File: config.mk
export PLATFORM = sky130hd
export DESIGN_NAME = gerador_pulso_cm
export DESIGN_NICKNAME = d
export VERILOG_FILES = /design/src/rtl/gerador_pulso_cm_pkg.sv /design/src/rtl/gerador_pulso_cm_tick.sv /design/src/rtl/gerador_pulso_cm.sv
export SDC_FILE = /design/constraint.sdc
export NUM_CORES = 1
export LEC_CHECK = 0
export BUFFER_PORTS_ARGS = -buffer_cell sky130_fd_sc_hd__buf_2
export CORE_UTILIZATION = 57
export DETAILED_ROUTE_END_ITERATION = 16
export HOLD_SLACK_MARGIN = 0.12
export PLACE_DENSITY = 0.87
export SLEW_MARGIN = 25
export SYNTH_ARGS = -nofsm -noshare
export SYNTH_HDL_FRONTEND = slang
export SYNTH_SLANG_ARGS = --single-unit
File: constraint.sdc
create_clock -name clock -period 2.8 [get_ports clock]
set_input_delay 0.7 -clock clock [delete_from_list [all_inputs] [get_ports clock]]
set_output_delay 0.7 -clock clock [all_outputs]
set_load 0.03 [all_outputs]
File: src/rtl/gerador_pulso_cm_pkg.sv
// rtl/gerador_pulso_cm_pkg.sv - shared state encodings, debug codes and BCD helpers
// Build option: GERADOR_PULSO_CM_ATRASO_EN enables the espera state in the top.
package gerador_pulso_cm_pkg;

  typedef enum logic [2:0] {
    ST_INICIAL    = 3'd0,
    ST_CARREGA    = 3'd1,
    ST_ESPERA     = 3'd2,
    ST_GERA_PULSO = 3'd3,
    ST_FINAL      = 3'd4
  } estado_t;

  localparam logic [3:0] DB_INICIAL    = 4'b0000;
  localparam logic [3:0] DB_CARREGA    = 4'b0001;
  localparam logic [3:0] DB_ESPERA     = 4'b0010;
  localparam logic [3:0] DB_GERA_PULSO = 4'b0011;
  localparam logic [3:0] DB_FINAL      = 4'b0100;
  localparam logic [3:0] DB_INVALIDO   = 4'b1110;

  localparam logic [3:0] DIGITO_MAX = 4'd9;

  function automatic logic [3:0] satura_digito(input logic [3:0] d);
    return (d > DIGITO_MAX) ? DIGITO_MAX : d;
  endfunction

  function automatic logic [3:0] db_codigo(input estado_t e);
    logic [3:0] c;
    case (e)
      ST_INICIAL:    c = DB_INICIAL;
      ST_CARREGA:    c = DB_CARREGA;
      ST_ESPERA:     c = DB_ESPERA;
      ST_GERA_PULSO: c = DB_GERA_PULSO;
      ST_FINAL:      c = DB_FINAL;
      default:       c = DB_INVALIDO;
    endcase
    return c;
  endfunction

endpackage

File: src/rtl/gerador_pulso_cm_tick.sv
// rtl/gerador_pulso_cm_tick.sv - modulo-R tick counter, fim marks the last cycle of each period
// Build option GERADOR_PULSO_CM_ATRASO_EN does not affect this module.
module gerador_pulso_cm_tick #(
  parameter int unsigned R = 2941
) (
  input  logic clock,
  input  logic reset,
  input  logic i_zera,
  input  logic i_conta,
  output logic o_fim
);

  localparam int unsigned W = (R > 1) ? $clog2(R) : 1;
  localparam logic [W-1:0] ULTIMO = W'(R - 1);

  logic [W-1:0] r_conta;

  always_ff @(posedge clock or posedge reset) begin
    if (reset) begin
      r_conta <= '0;
    end else if (i_zera) begin
      r_conta <= '0;
    end else if (i_conta) begin
      r_conta <= (r_conta == ULTIMO) ? '0 : r_conta + W'(1);
    end
  end

  assign o_fim = i_conta && (r_conta == ULTIMO);

endmodule

File: src/rtl/gerador_pulso_cm.sv
// rtl/gerador_pulso_cm.sv - echo-pulse generator, pulse width = BCD distance x R cycles
// Build option: GERADOR_PULSO_CM_ATRASO_EN adds the espera state (ATRASO cycles before the echo).
module gerador_pulso_cm
  import gerador_pulso_cm_pkg::*;
#(
  parameter int unsigned R = 2941
`ifdef GERADOR_PULSO_CM_ATRASO_EN
  , parameter int unsigned ATRASO = 500
`endif
) (
  input  logic        clock,
  input  logic        reset,
  input  logic        gatilho,
  input  logic [11:0] distancia_bcd,
  output logic        pulso,
  output logic        pronto,
  output logic [3:0]  db_estado
);

  estado_t     r_estado;
  estado_t     w_proximo;
  logic [11:0] r_bcd;
  logic [11:0] w_bcd_carga;
  logic [11:0] w_bcd_dec;
  logic        w_tick;

  assign w_bcd_carga = {satura_digito(distancia_bcd[11:8]),
                        satura_digito(distancia_bcd[7:4]),
                        satura_digito(distancia_bcd[3:0])};

  gerador_pulso_cm_tick #(.R(R)) u_tick (
    .clock   (clock),
    .reset   (reset),
    .i_zera  (r_estado != ST_GERA_PULSO),
    .i_conta (r_estado == ST_GERA_PULSO),
    .o_fim   (w_tick)
  );

`ifdef GERADOR_PULSO_CM_ATRASO_EN
  localparam int unsigned AW = $clog2(ATRASO + 1);
  logic [AW-1:0] r_atraso;
  logic          w_atraso_fim;

  always_ff @(posedge clock or posedge reset) begin
    if (reset) begin
      r_atraso <= '0;
    end else if (r_estado == ST_ESPERA) begin
      r_atraso <= r_atraso + AW'(1);
    end else begin
      r_atraso <= '0;
    end
  end

  assign w_atraso_fim = (r_atraso == AW'(ATRASO - 1));
`endif

  always_ff @(posedge clock or posedge reset) begin
    if (reset) begin
      r_estado <= ST_INICIAL;
    end else begin
      r_estado <= w_proximo;
    end
  end

  always_comb begin
    w_proximo = r_estado;
    case (r_estado)
      ST_INICIAL: if (gatilho) w_proximo = ST_CARREGA;
`ifdef GERADOR_PULSO_CM_ATRASO_EN
      ST_CARREGA: w_proximo = ST_ESPERA;
      // a zero distance still waits out the burst delay, then reports done
      ST_ESPERA:  if (w_atraso_fim) w_proximo = (r_bcd == 12'h000) ? ST_FINAL : ST_GERA_PULSO;
`else
      ST_CARREGA: w_proximo = (w_bcd_carga == 12'h000) ? ST_FINAL : ST_GERA_PULSO;
`endif
      ST_GERA_PULSO: if (w_tick && (r_bcd == 12'h001)) w_proximo = ST_FINAL;
      ST_FINAL:      w_proximo = ST_INICIAL;
      default:       w_proximo = ST_INICIAL;
    endcase
  end

  always_comb begin
    w_bcd_dec = r_bcd;
    if (r_bcd[3:0] != 4'd0) begin
      w_bcd_dec[3:0] = r_bcd[3:0] - 4'd1;
    end else begin
      w_bcd_dec[3:0] = DIGITO_MAX;
      if (r_bcd[7:4] != 4'd0) begin
        w_bcd_dec[7:4] = r_bcd[7:4] - 4'd1;
      end else begin
        w_bcd_dec[7:4]  = DIGITO_MAX;
        w_bcd_dec[11:8] = r_bcd[11:8] - 4'd1;
      end
    end
  end

  always_ff @(posedge clock or posedge reset) begin
    if (reset) begin
      r_bcd <= '0;
    end else if (r_estado == ST_CARREGA) begin
      r_bcd <= w_bcd_carga;
    end else if ((r_estado == ST_GERA_PULSO) && w_tick) begin
      r_bcd <= w_bcd_dec;
    end
  end

  assign pulso     = (r_estado == ST_GERA_PULSO);
  assign pronto    = (r_estado == ST_FINAL);
  assign db_estado = db_codigo(r_estado);

endmodule

After elaboration in Yosys (flattened, before gate mapping)
Index checks and enable logic that the tools add are counted.
{"block": "classes", "n_eq_ne": 11, "addsub": 4, "reduce_logical": 12, "order_cmp": 3, "n_mux": 17}
{"op": "$mux 12", "n": 5}
{"op": "$mux 4", "n": 6}
{"op": "$pmux 4 s5", "n": 1}
{"op": "$add 12x1->12 const B", "n": 1}
{"op": "$eq 12x1->1 const B", "n": 1}
{"op": "$eq 12x12->1 const B", "n": 1}
{"op": "$gt 4x4->1 const B", "n": 3}
{"op": "$logic_not 12->1", "n": 1}
{"op": "$sub 4x1->4 const B", "n": 3}
{"op": "$mux 3", "n": 3}
{"op": "$pmux 3 s3", "n": 1}
{"op": "$mux 8", "n": 1}
{"op": "$reduce_bool 4->1", "n": 2}
{"op": "$eq 3x2->1 const B", "n": 2}
{"op": "$ne 2x1->1 const B", "n": 2}
{"op": "$ne 2x2->1 const B", "n": 2}
{"op": "$reduce_and 2->1", "n": 2}
{"op": "$reduce_bool 2->1", "n": 2}
{"op": "$eq 3x1->1 const B", "n": 1}
{"op": "$eq 3x3->1 const B", "n": 1}
{"op": "$logic_and 1x1->1", "n": 3}
{"op": "$logic_not 3->1", "n": 1}
{"op": "$ne 3x2->1 const B", "n": 1}
{"op": "$reduce_and 3->1", "n": 1}
{"block": "totals", "in_bits": 15, "output_inout_bits": 6, "reg_bits": 27, "elab_cells": 52}

Longest topological paths before layout
Gate-level depths: netlist of run 1.
{"block": "depth", "depth_word": 5, "depth_mapped": 8, "depth_no_buf": 7}

By module
From an unflattened synthesis of run 1, not the netlist that was laid out.
{"block": "unflattened", "hier_cells": 189, "hier_area_um2": 1740.4}
{"module": "gerador_pulso_cm", "cells_each": 120, "seq_area_each_um2": 375.4, "area_each_um2": 1048.5, "n_inst": 1}
{"module": "gerador_pulso_cm_tick", "cells_each": 69, "seq_area_each_um2": 300.3, "area_each_um2": 691.9, "n_inst": 1}

Least setup slack after synthesis of run 1
No wires, ideal clock.
{"block": "synth_timing", "kind": "register to output", "from": "register r_estado[1]", "to": "output port pronto", "required_time_ps": 2100, "t_arrival_ps": 1528, "stages_incl_launch_ff": 4, "setup_slack_ps": 572, "path_buffers": 2, "cell_sequence": "dfrtp_1 > clkbuf_1 > clkbuf_1 > nor3b_1"}
{"block": "synth_via", "elab_chain_len": 1}
{"element": "start, declared", "line": "gerador_pulso_cm.sv:20", "text": "estado_t r_estado;"}
{"element": "start signal, assigned", "line": "gerador_pulso_cm.sv:61", "text": "r_estado <= w_proximo;"}
{"element": "$eq 3x3->1", "line": "gerador_pulso_cm.sv:108", "text": "assign pronto = (r_estado == ST_FINAL);"}
{"element": "end, declared", "line": "gerador_pulso_cm.sv:16", "text": "output logic pronto,"}
Every way passes these cells.

Worst setup path after layout of run 1
{"block": "layout_timing", "from": "register r_estado[2]", "to": "output port pulso"}
{"block": "layout_via", "elab_chain_len": 1}
{"element": "$eq 3x2->1", "line": "gerador_pulso_cm.sv:107", "text": "assign pulso = (r_estado == ST_GERA_PULSO);"}
{"element": "end, declared", "line": "gerador_pulso_cm.sv:15", "text": "output logic pulso,"}
Every way passes these cells.

==> impl_metrics.csv, run 1 <==
group,metric,value,unit
status,status,"finished clean",
synthesis,yosysTopAreaCellShare,41.7,%
synthesis,synth-seq-cells,27,
setup_path,rrSetupSlack,480,ps
power_and_ir_drop,leakage,0.762,nW
power_and_ir_drop,ir_worst_vdd,0.000761,V
clock_network,cts_tree,"built",
synthesis,yosysTopAreaCell,"dfrtp_1",
global_routing,overflow,0,
sta,rsz0062_at_grt,"false",
sta,tightest_slew,639,ps
sta,timing.slew.headroom,57.4,%
drt,wl_per_cell,16.7,um
clock_network,cts-root-buf,"clkbuf_4",
sta,maxSlewViolCount,0,
sta,setup_tns,0,ps
power_and_ir_drop,p_per_area,874,nW/um^2
sta,skew,10.4,ps
setup_path,r2r_cells,5,
drt,first_pass_iters,4,
drt,drcViolationCount,0,
power_and_ir_drop,p_switching,0.744,mW
synthesis,synth.area.top_cells,"dfrtp_1 42%, nor2_1 5.8%, a21oi_1 4.3%",
clock_network,ctsResizeCount,0,
drt,ant_nets,0,
sta,setup_viol,0,
clock_network,cts.clk_slew.worst_paths,160,ps
synthesis,syn_nets,206,
synthesis,yosysMostFrequentCell,"dfrtp_1",
setup_path,crit_fanout,15,
power_and_ir_drop,power.share.clock,12.0,%
power_and_ir_drop,seqPwrFrac,40.8,%
min_path,hold_path.class,"in2async",
clock_network,clock_sinks,27,
flow_run,drv_cap,0,
setup_path,cp.arrival,1900,ps
power_and_ir_drop,swShare,48.0,%
clock_network,clk_latency,350,ps
placed_design,gp_congestion,0.975,
clock_network,cts-buffers-inserted,3,
setup_path,crit_type,"reg2out",
setup_path,startpoint_type,"register",
global_routing,gr-usage-all-layers,27.2,%
sta,period_minus_slack,2600,ps
drt,vias,1555,
synthesis,yosysSeqAreaShare,41.7,%
setup_path,critPathCaptureType,"primary output",
finish,nNetsFinal,227,
synthesis,ys_async_sr_fraction,100,%
floorplan,die_height,55.3,um
sta,fin_crit_sh,93.0,%
setup_path,required,2100,ps
clock_network,hold_buffers,0,
setup_path,reg2reg_from,"r_bcd[0]$_DFFE_PP0P_",
sta,final_hold_viol_count,0,
floorplan,die_w,55.3,um
global_routing,grt_antenna_before_repair,0,
setup_path,r2r-end,"r_bcd[10]$_DFFE_PP0P_",
placed_design,io_buffer_count,20,
power_and_ir_drop,p_int,0.807,mW
floorplan,core,2590,um^2
floorplan,initial_core_util,62.5,%
power_and_ir_drop,total_power,1.55,mW
synthesis,synth_cell_types,44,
finish,diodes,0,
power_and_ir_drop,combPwrFrac,47.2,%
synthesis,syn_avg_cell_area,8.66,um^2
setup_path,crit_end,"pulso",
floorplan,die_area,3060,um^2
global_routing,grt_pass1_wl,6620,um
clock_network,htree_levels,1,
finish,final_layout_size_suffix_gt1_share,15.9,%
global_routing,grt_max_degree,28,
global_routing,grt_pass1_vias,1491,
synthesis,ys_top_cells_by_count,"27 x dfrtp_1, 25 x nor2_1, 14 x a21oi_1",
drt,wl,3950,um
floorplan,io_pins,21,
drt,routed_via_density,6.56,
clock_network,postCtsSetupRepairBufs,0,
synthesis,synthCells,187,
setup_path,crit_start,"r_estado[2]$_DFFE_PP0P_",
synthesis,yosysWarnings,0,
clock_network,clock_path_buffers,2,
drt,first_iter_violations,100,
sta,timing.fmax,384,MHz
synthesis,synthFlopType,"dfrtp_1",
floorplan,num_rows,18,
synthesis,synth_area,1620,um^2
placed_design,dp_hpwl,2860,um
synthesis,synth_edf_count,0,
finish,area_delta_synth_final,9.66,%
stage by stage:
step	instances	cell area, um^2	utilization [%]	hold slack (ps)	worst slack (ps)
2_1_floorplan	187	1620	-	468	572
3_3_place_gp	233	1750	67.4	479	651
3_5_place_dp	233	1750	67.4	514	563
4_1_cts	237	1780	68.6	392	246
5_1_grt	237	1780	68.6	404	119
6_report	237	1780	68.6	380	197
cell usage in the layout (no fill, tap or decap), types with 2 or more instances in the layout:
master	synthesis	final
o31ai_1	2	2
nor2_1	25	25
o22ai_1	2	2
a31oi_1	4	4
nor3_1	5	5
xnor2_1	7	7
nor2b_1	2	2
or3_1	4	4
nand3_1	9	9
o21ai_1	2	2
ha_1	4	4
mux2i_1	2	2
nand2_1	10	10
nand4_1	3	3
o21ai_0	7	7
or4_1	3	3
a21oi_1	14	14
clkbuf_4	0	3
buf_4	0	3
xor2_1	2	2
buf_2	0	20
nor4_1	6	6
and4_1	2	2
o211ai_1	4	4
dfrtp_1	27	27
inv_1	13	13
and3_1	3	3
routing by layer:
layer  up-vias  global-route usage (%)  part of all wire [%]
met2        86                    43.4                    46
met3        18                    4.68                   8.6
met5         -                       0                     0
met4         0                    12.9                   3.0
li1        719                       -                     -
met1       732                    36.2                    42
worst max-delay path, stage by stage (launching register included):
cell and delay (ps):
dfrtp_1 470, nand2b_1 460, nor2_1 380, buf_2 260
registers in the layout (all words and copies together), names as in the netlist:
register        count
r_estado            3
r_bcd              12
u_tick.r_conta     12
worst min path at each step:
stage                                 from                     endpoint  slack (ps)  depth (start not counted)
2_1_floorplan  u_tick.r_conta[0]$_DFF_PP0_  u_tick.r_conta[0]$_DFF_PP0_         470                          1
3_5_place_dp   u_tick.r_conta[0]$_DFF_PP0_  u_tick.r_conta[0]$_DFF_PP0_         510                          1
5_1_grt                              reset         r_bcd[1]$_DFFE_PP0P_         400                          3
3_3_place_gp   u_tick.r_conta[0]$_DFF_PP0_  u_tick.r_conta[0]$_DFF_PP0_         480                          1
6_report                             reset         r_bcd[0]$_DFFE_PP0P_         380                          3
4_1_cts                              reset         r_bcd[1]$_DFFE_PP0P_         390                          3
final cells by class:
class                      count  area, um^2
clock buffer                   3        22.5
clock inverter                 1        7.51
fill                         215         815
inverter                      13        48.8
multi-input combinational    140         861
sequential                    27         676
tap                           30        37.5
timing repair buffer          23         123
power groups by stage:
| stage | clock (mW) | sequential, mW | combinational (mW) |
|---|---|---|---|
| final | 0.186 | 0.633 | 0.733 |
| after global routing | 0.196 | 0.651 | 0.798 |
| after CTS | 0.184 | 0.623 | 0.716 |
| after detailed placement | 0 | 0.632 | 0.712 |
| after global placement | 0 | 0.618 | 0.680 |
| after floorplan | 0 | 0.594 | 0.535 |
logic make-up after synthesis:
| family | Yosys count | share of synthesized area, % |
|---|---|---|
| AND/OR/NAND/NOR | 80 | 26.5 |
| AO/OA/AOI/OAI | 45 | 17.5 |
| flip-flops | 27 | 41.7 |
| buffers and inverters | 20 | 5.10 |
| XOR/XNOR | 9 | 4.87 |
| adder cells (fa/ha/maj) | 4 | 3.09 |
| multiplexers | 2 | 1.24 |
Power figures use the tool's default switching activity.
==> run 2, diff against run 1 <==
--- a/config.mk
+++ b/config.mk
@@ -6,10 +6,11 @@
 export NUM_CORES = 1
 export LEC_CHECK = 0
 export BUFFER_PORTS_ARGS = -buffer_cell sky130_fd_sc_hd__buf_2
-export CORE_UTILIZATION = 57
+export CORE_UTILIZATION = 59
+export CTS_BUF_LIST = sky130_fd_sc_hd__clkbuf_8
 export DETAILED_ROUTE_END_ITERATION = 16
 export HOLD_SLACK_MARGIN = 0.12
-export PLACE_DENSITY = 0.87
+export PLACE_DENSITY = 0.89
 export SLEW_MARGIN = 25
 export SYNTH_ARGS = -nofsm -noshare
 export SYNTH_HDL_FRONTEND = slang
==> run 2 against run 1 <==
Net effect:
- sequential power is essentially flat
- worst hold slack lost 94 ps
- final cell count is the same
- combinational power is essentially flat
- sequential share of layout area shrank 0.40 points
- via count shrank 4.2%
- register-to-register slack gained 90 ps
- critical endpoint unchanged
==> impl_metrics.csv, run 2 (synthesized netlist as in run 1, its figures left out) <==
group,metric,value,unit
placed_design,dpl_cell_area,1750,um^2
power_and_ir_drop,p_per_area,890,nW/um^2
floorplan,die_w,54.4,um
setup_path,crit_end,"pulso",
finish,area_delta_synth_final,10.8,%
global_routing,gr-usage-all-layers,29.6,%
power_and_ir_drop,leakage,0.770,nW
floorplan,num_rows,18,
floorplan,io_pins,21,
finish,seq_area,676,um^2
sta,skew,3.61,ps
global_routing,met1_usage,38.2,%
finish,nFillCells,192,
floorplan,core,2540,um^2
floorplan,die_height,54.4,um
finish,top_regs,"r_bcd: 12 flops, u_tick.r_conta: 12 flops, r_estado: 3 flops",
drt,ant_nets,0,
setup_path,crit_type,"reg2out",
finish,nNetsFinal,227,
setup_path,critPathCaptureType,"primary output",
global_routing,grt_max_degree,24,
finish,diodes,0,
sta,period_minus_slack,2520,ps
flow_run,drv_cap,0,
min_path,hold_path.class,"in2async",
clock_network,cts-buffers-inserted,3,
global_routing,grt_use_met2,47.0,%
placed_design,dp_cells,233,
sta,fin_hold_ws,285,ps
setup_path,rrSetupSlack,570,ps
setup_path,r2r-end,"r_bcd[3]$_DFFE_PP0P_",
sta,final_hold_viol_count,0,
sta,maxSlewViolCount,0,
placed_design,gp_congestion,0.992,
clock_network,htree_levels,1,
clock_network,postCtsSetupRepairBufs,0,
setup_path,startpoint_type,"register",
power_and_ir_drop,total_power,1.60,mW
sta,tightest_slew,643,ps
drt,wl_per_cell,16.2,um
sta,timing.fmax,397,MHz
global_routing,grt_pass1_wl,6240,um
finish,layout_common_cells,"27 x dfrtp_1, 25 x nor2_1, 20 x buf_2",
global_routing,top_usage_layer,"met2",
sta,rsz0062_at_grt,"false",
global_routing,gr-usage-met3,6.94,%
placed_design,dp_hpwl,2770,um
setup_path,crit_start,"r_estado[2]$_DFFE_PP0P_",
drt,wl,3840,um
setup_path,cp.arrival,1820,ps
power_and_ir_drop,ir_worst_vdd,0.000726,V
clock_network,clk_latency,280,ps
global_routing,grt_antenna_before_repair,0,
floorplan,die_area,2960,um^2
setup_path,crit_fanout,15,
sta,timing.slew.headroom,57.1,%
drt,vias,1489,
drt,routed_via_density,6.28,
sta,fin_crit_sh,89.9,%
floorplan,initial_core_util,63.6,%
clock_network,cts-root-buf,"clkbuf_8",
finish,final_common_cell,"dfrtp_1",
clock_network,ctsResizeCount,0,
sta,setup_viol,0,
finish,final_area,1790,um^2
setup_path,reg2reg_from,"u_tick.r_conta[0]$_DFF_PP0_",
clock_network,cts.clk_slew.worst_paths,100,ps
sta,setup_tns,0,ps
global_routing,grt_pass1_vias,1399,
clock_network,clock_path_buffers,2,
placed_design,io_buffer_count,20,
clock_network,cts_tree,"built",
drt,first_pass_iters,4,
finish,multi_input_area,861,um^2
finish,final_layout_size_suffix_gt1_share,15.9,%
setup_path,required,2100,ps
global_routing,overflow,0,
clock_network,clock_sinks,27,
finish,layout.cells.non_filler,237,
drt,drcViolationCount,0,
setup_path,r2r_cells,7,
clock_network,hold_buffers,0,
drt,first_iter_violations,49,
status,status,"finished clean",
==> run 2: cell counts in the layout (fill, tap and decap cells not counted) <==
Identical to the previous run, type by type.
==> run 2: area by class of cell <==
type	instances	share of cell area, %
Clock buffer	3	2.30
Clock inverter	1	0.418
Inverter	13	2.72
Multi-Input combinational cell	140	48.0
Sequential cell	27	37.7
Tap cell	30	2.09
Timing Repair Buffer	23	6.83
==> run 2: how the worst min path moves through the flow <==
stage | startpoint | to | slack, ps | cells after the start
after floorplan | u_tick.r_conta[0]$_DFF_PP0_ | u_tick.r_conta[0]$_DFF_PP0_ | 470 | 1
after global placement | u_tick.r_conta[0]$_DFF_PP0_ | u_tick.r_conta[0]$_DFF_PP0_ | 480 | 1
after detailed placement | u_tick.r_conta[0]$_DFF_PP0_ | u_tick.r_conta[0]$_DFF_PP0_ | 500 | 1
after CTS | reset | r_estado[0]$_DFFE_PP0P_ | 290 | 2
after global routing | reset | r_estado[2]$_DFFE_PP0P_ | 300 | 2
final | reset | r_estado[0]$_DFFE_PP0P_ | 290 | 2
==> run 2: critical path, cell delays in order (launching register included) <==
cell      delay, ps
dfrtp_1         450
nand2b_1        460
nor2_1          360
buf_2           260
==> run 2: per-layer routing <==
metal	up-vias	wire length, um	share of wire [%]
met2	57	1840	48
met5	-	0	0
li1	716	-	-
met3	9	228	5.9
met1	707	1710	45
met4	0	55	1.4
==> run 2: power breakdown <==
group	switching (mW)	internal [mW]
clock network	0.132	0.101
logic	0.479	0.254
registers	0.131	0.500
==> run 2: stage by stage <==
stage | utilization (%) | setup slack [ps]
4_1_cts | 70.5 | 318
3_3_place_gp | 68.6 | 655
2_1_floorplan | - | 572
3_5_place_dp | 68.6 | 588
6_report | 70.5 | 283
5_1_grt | 70.5 | 225
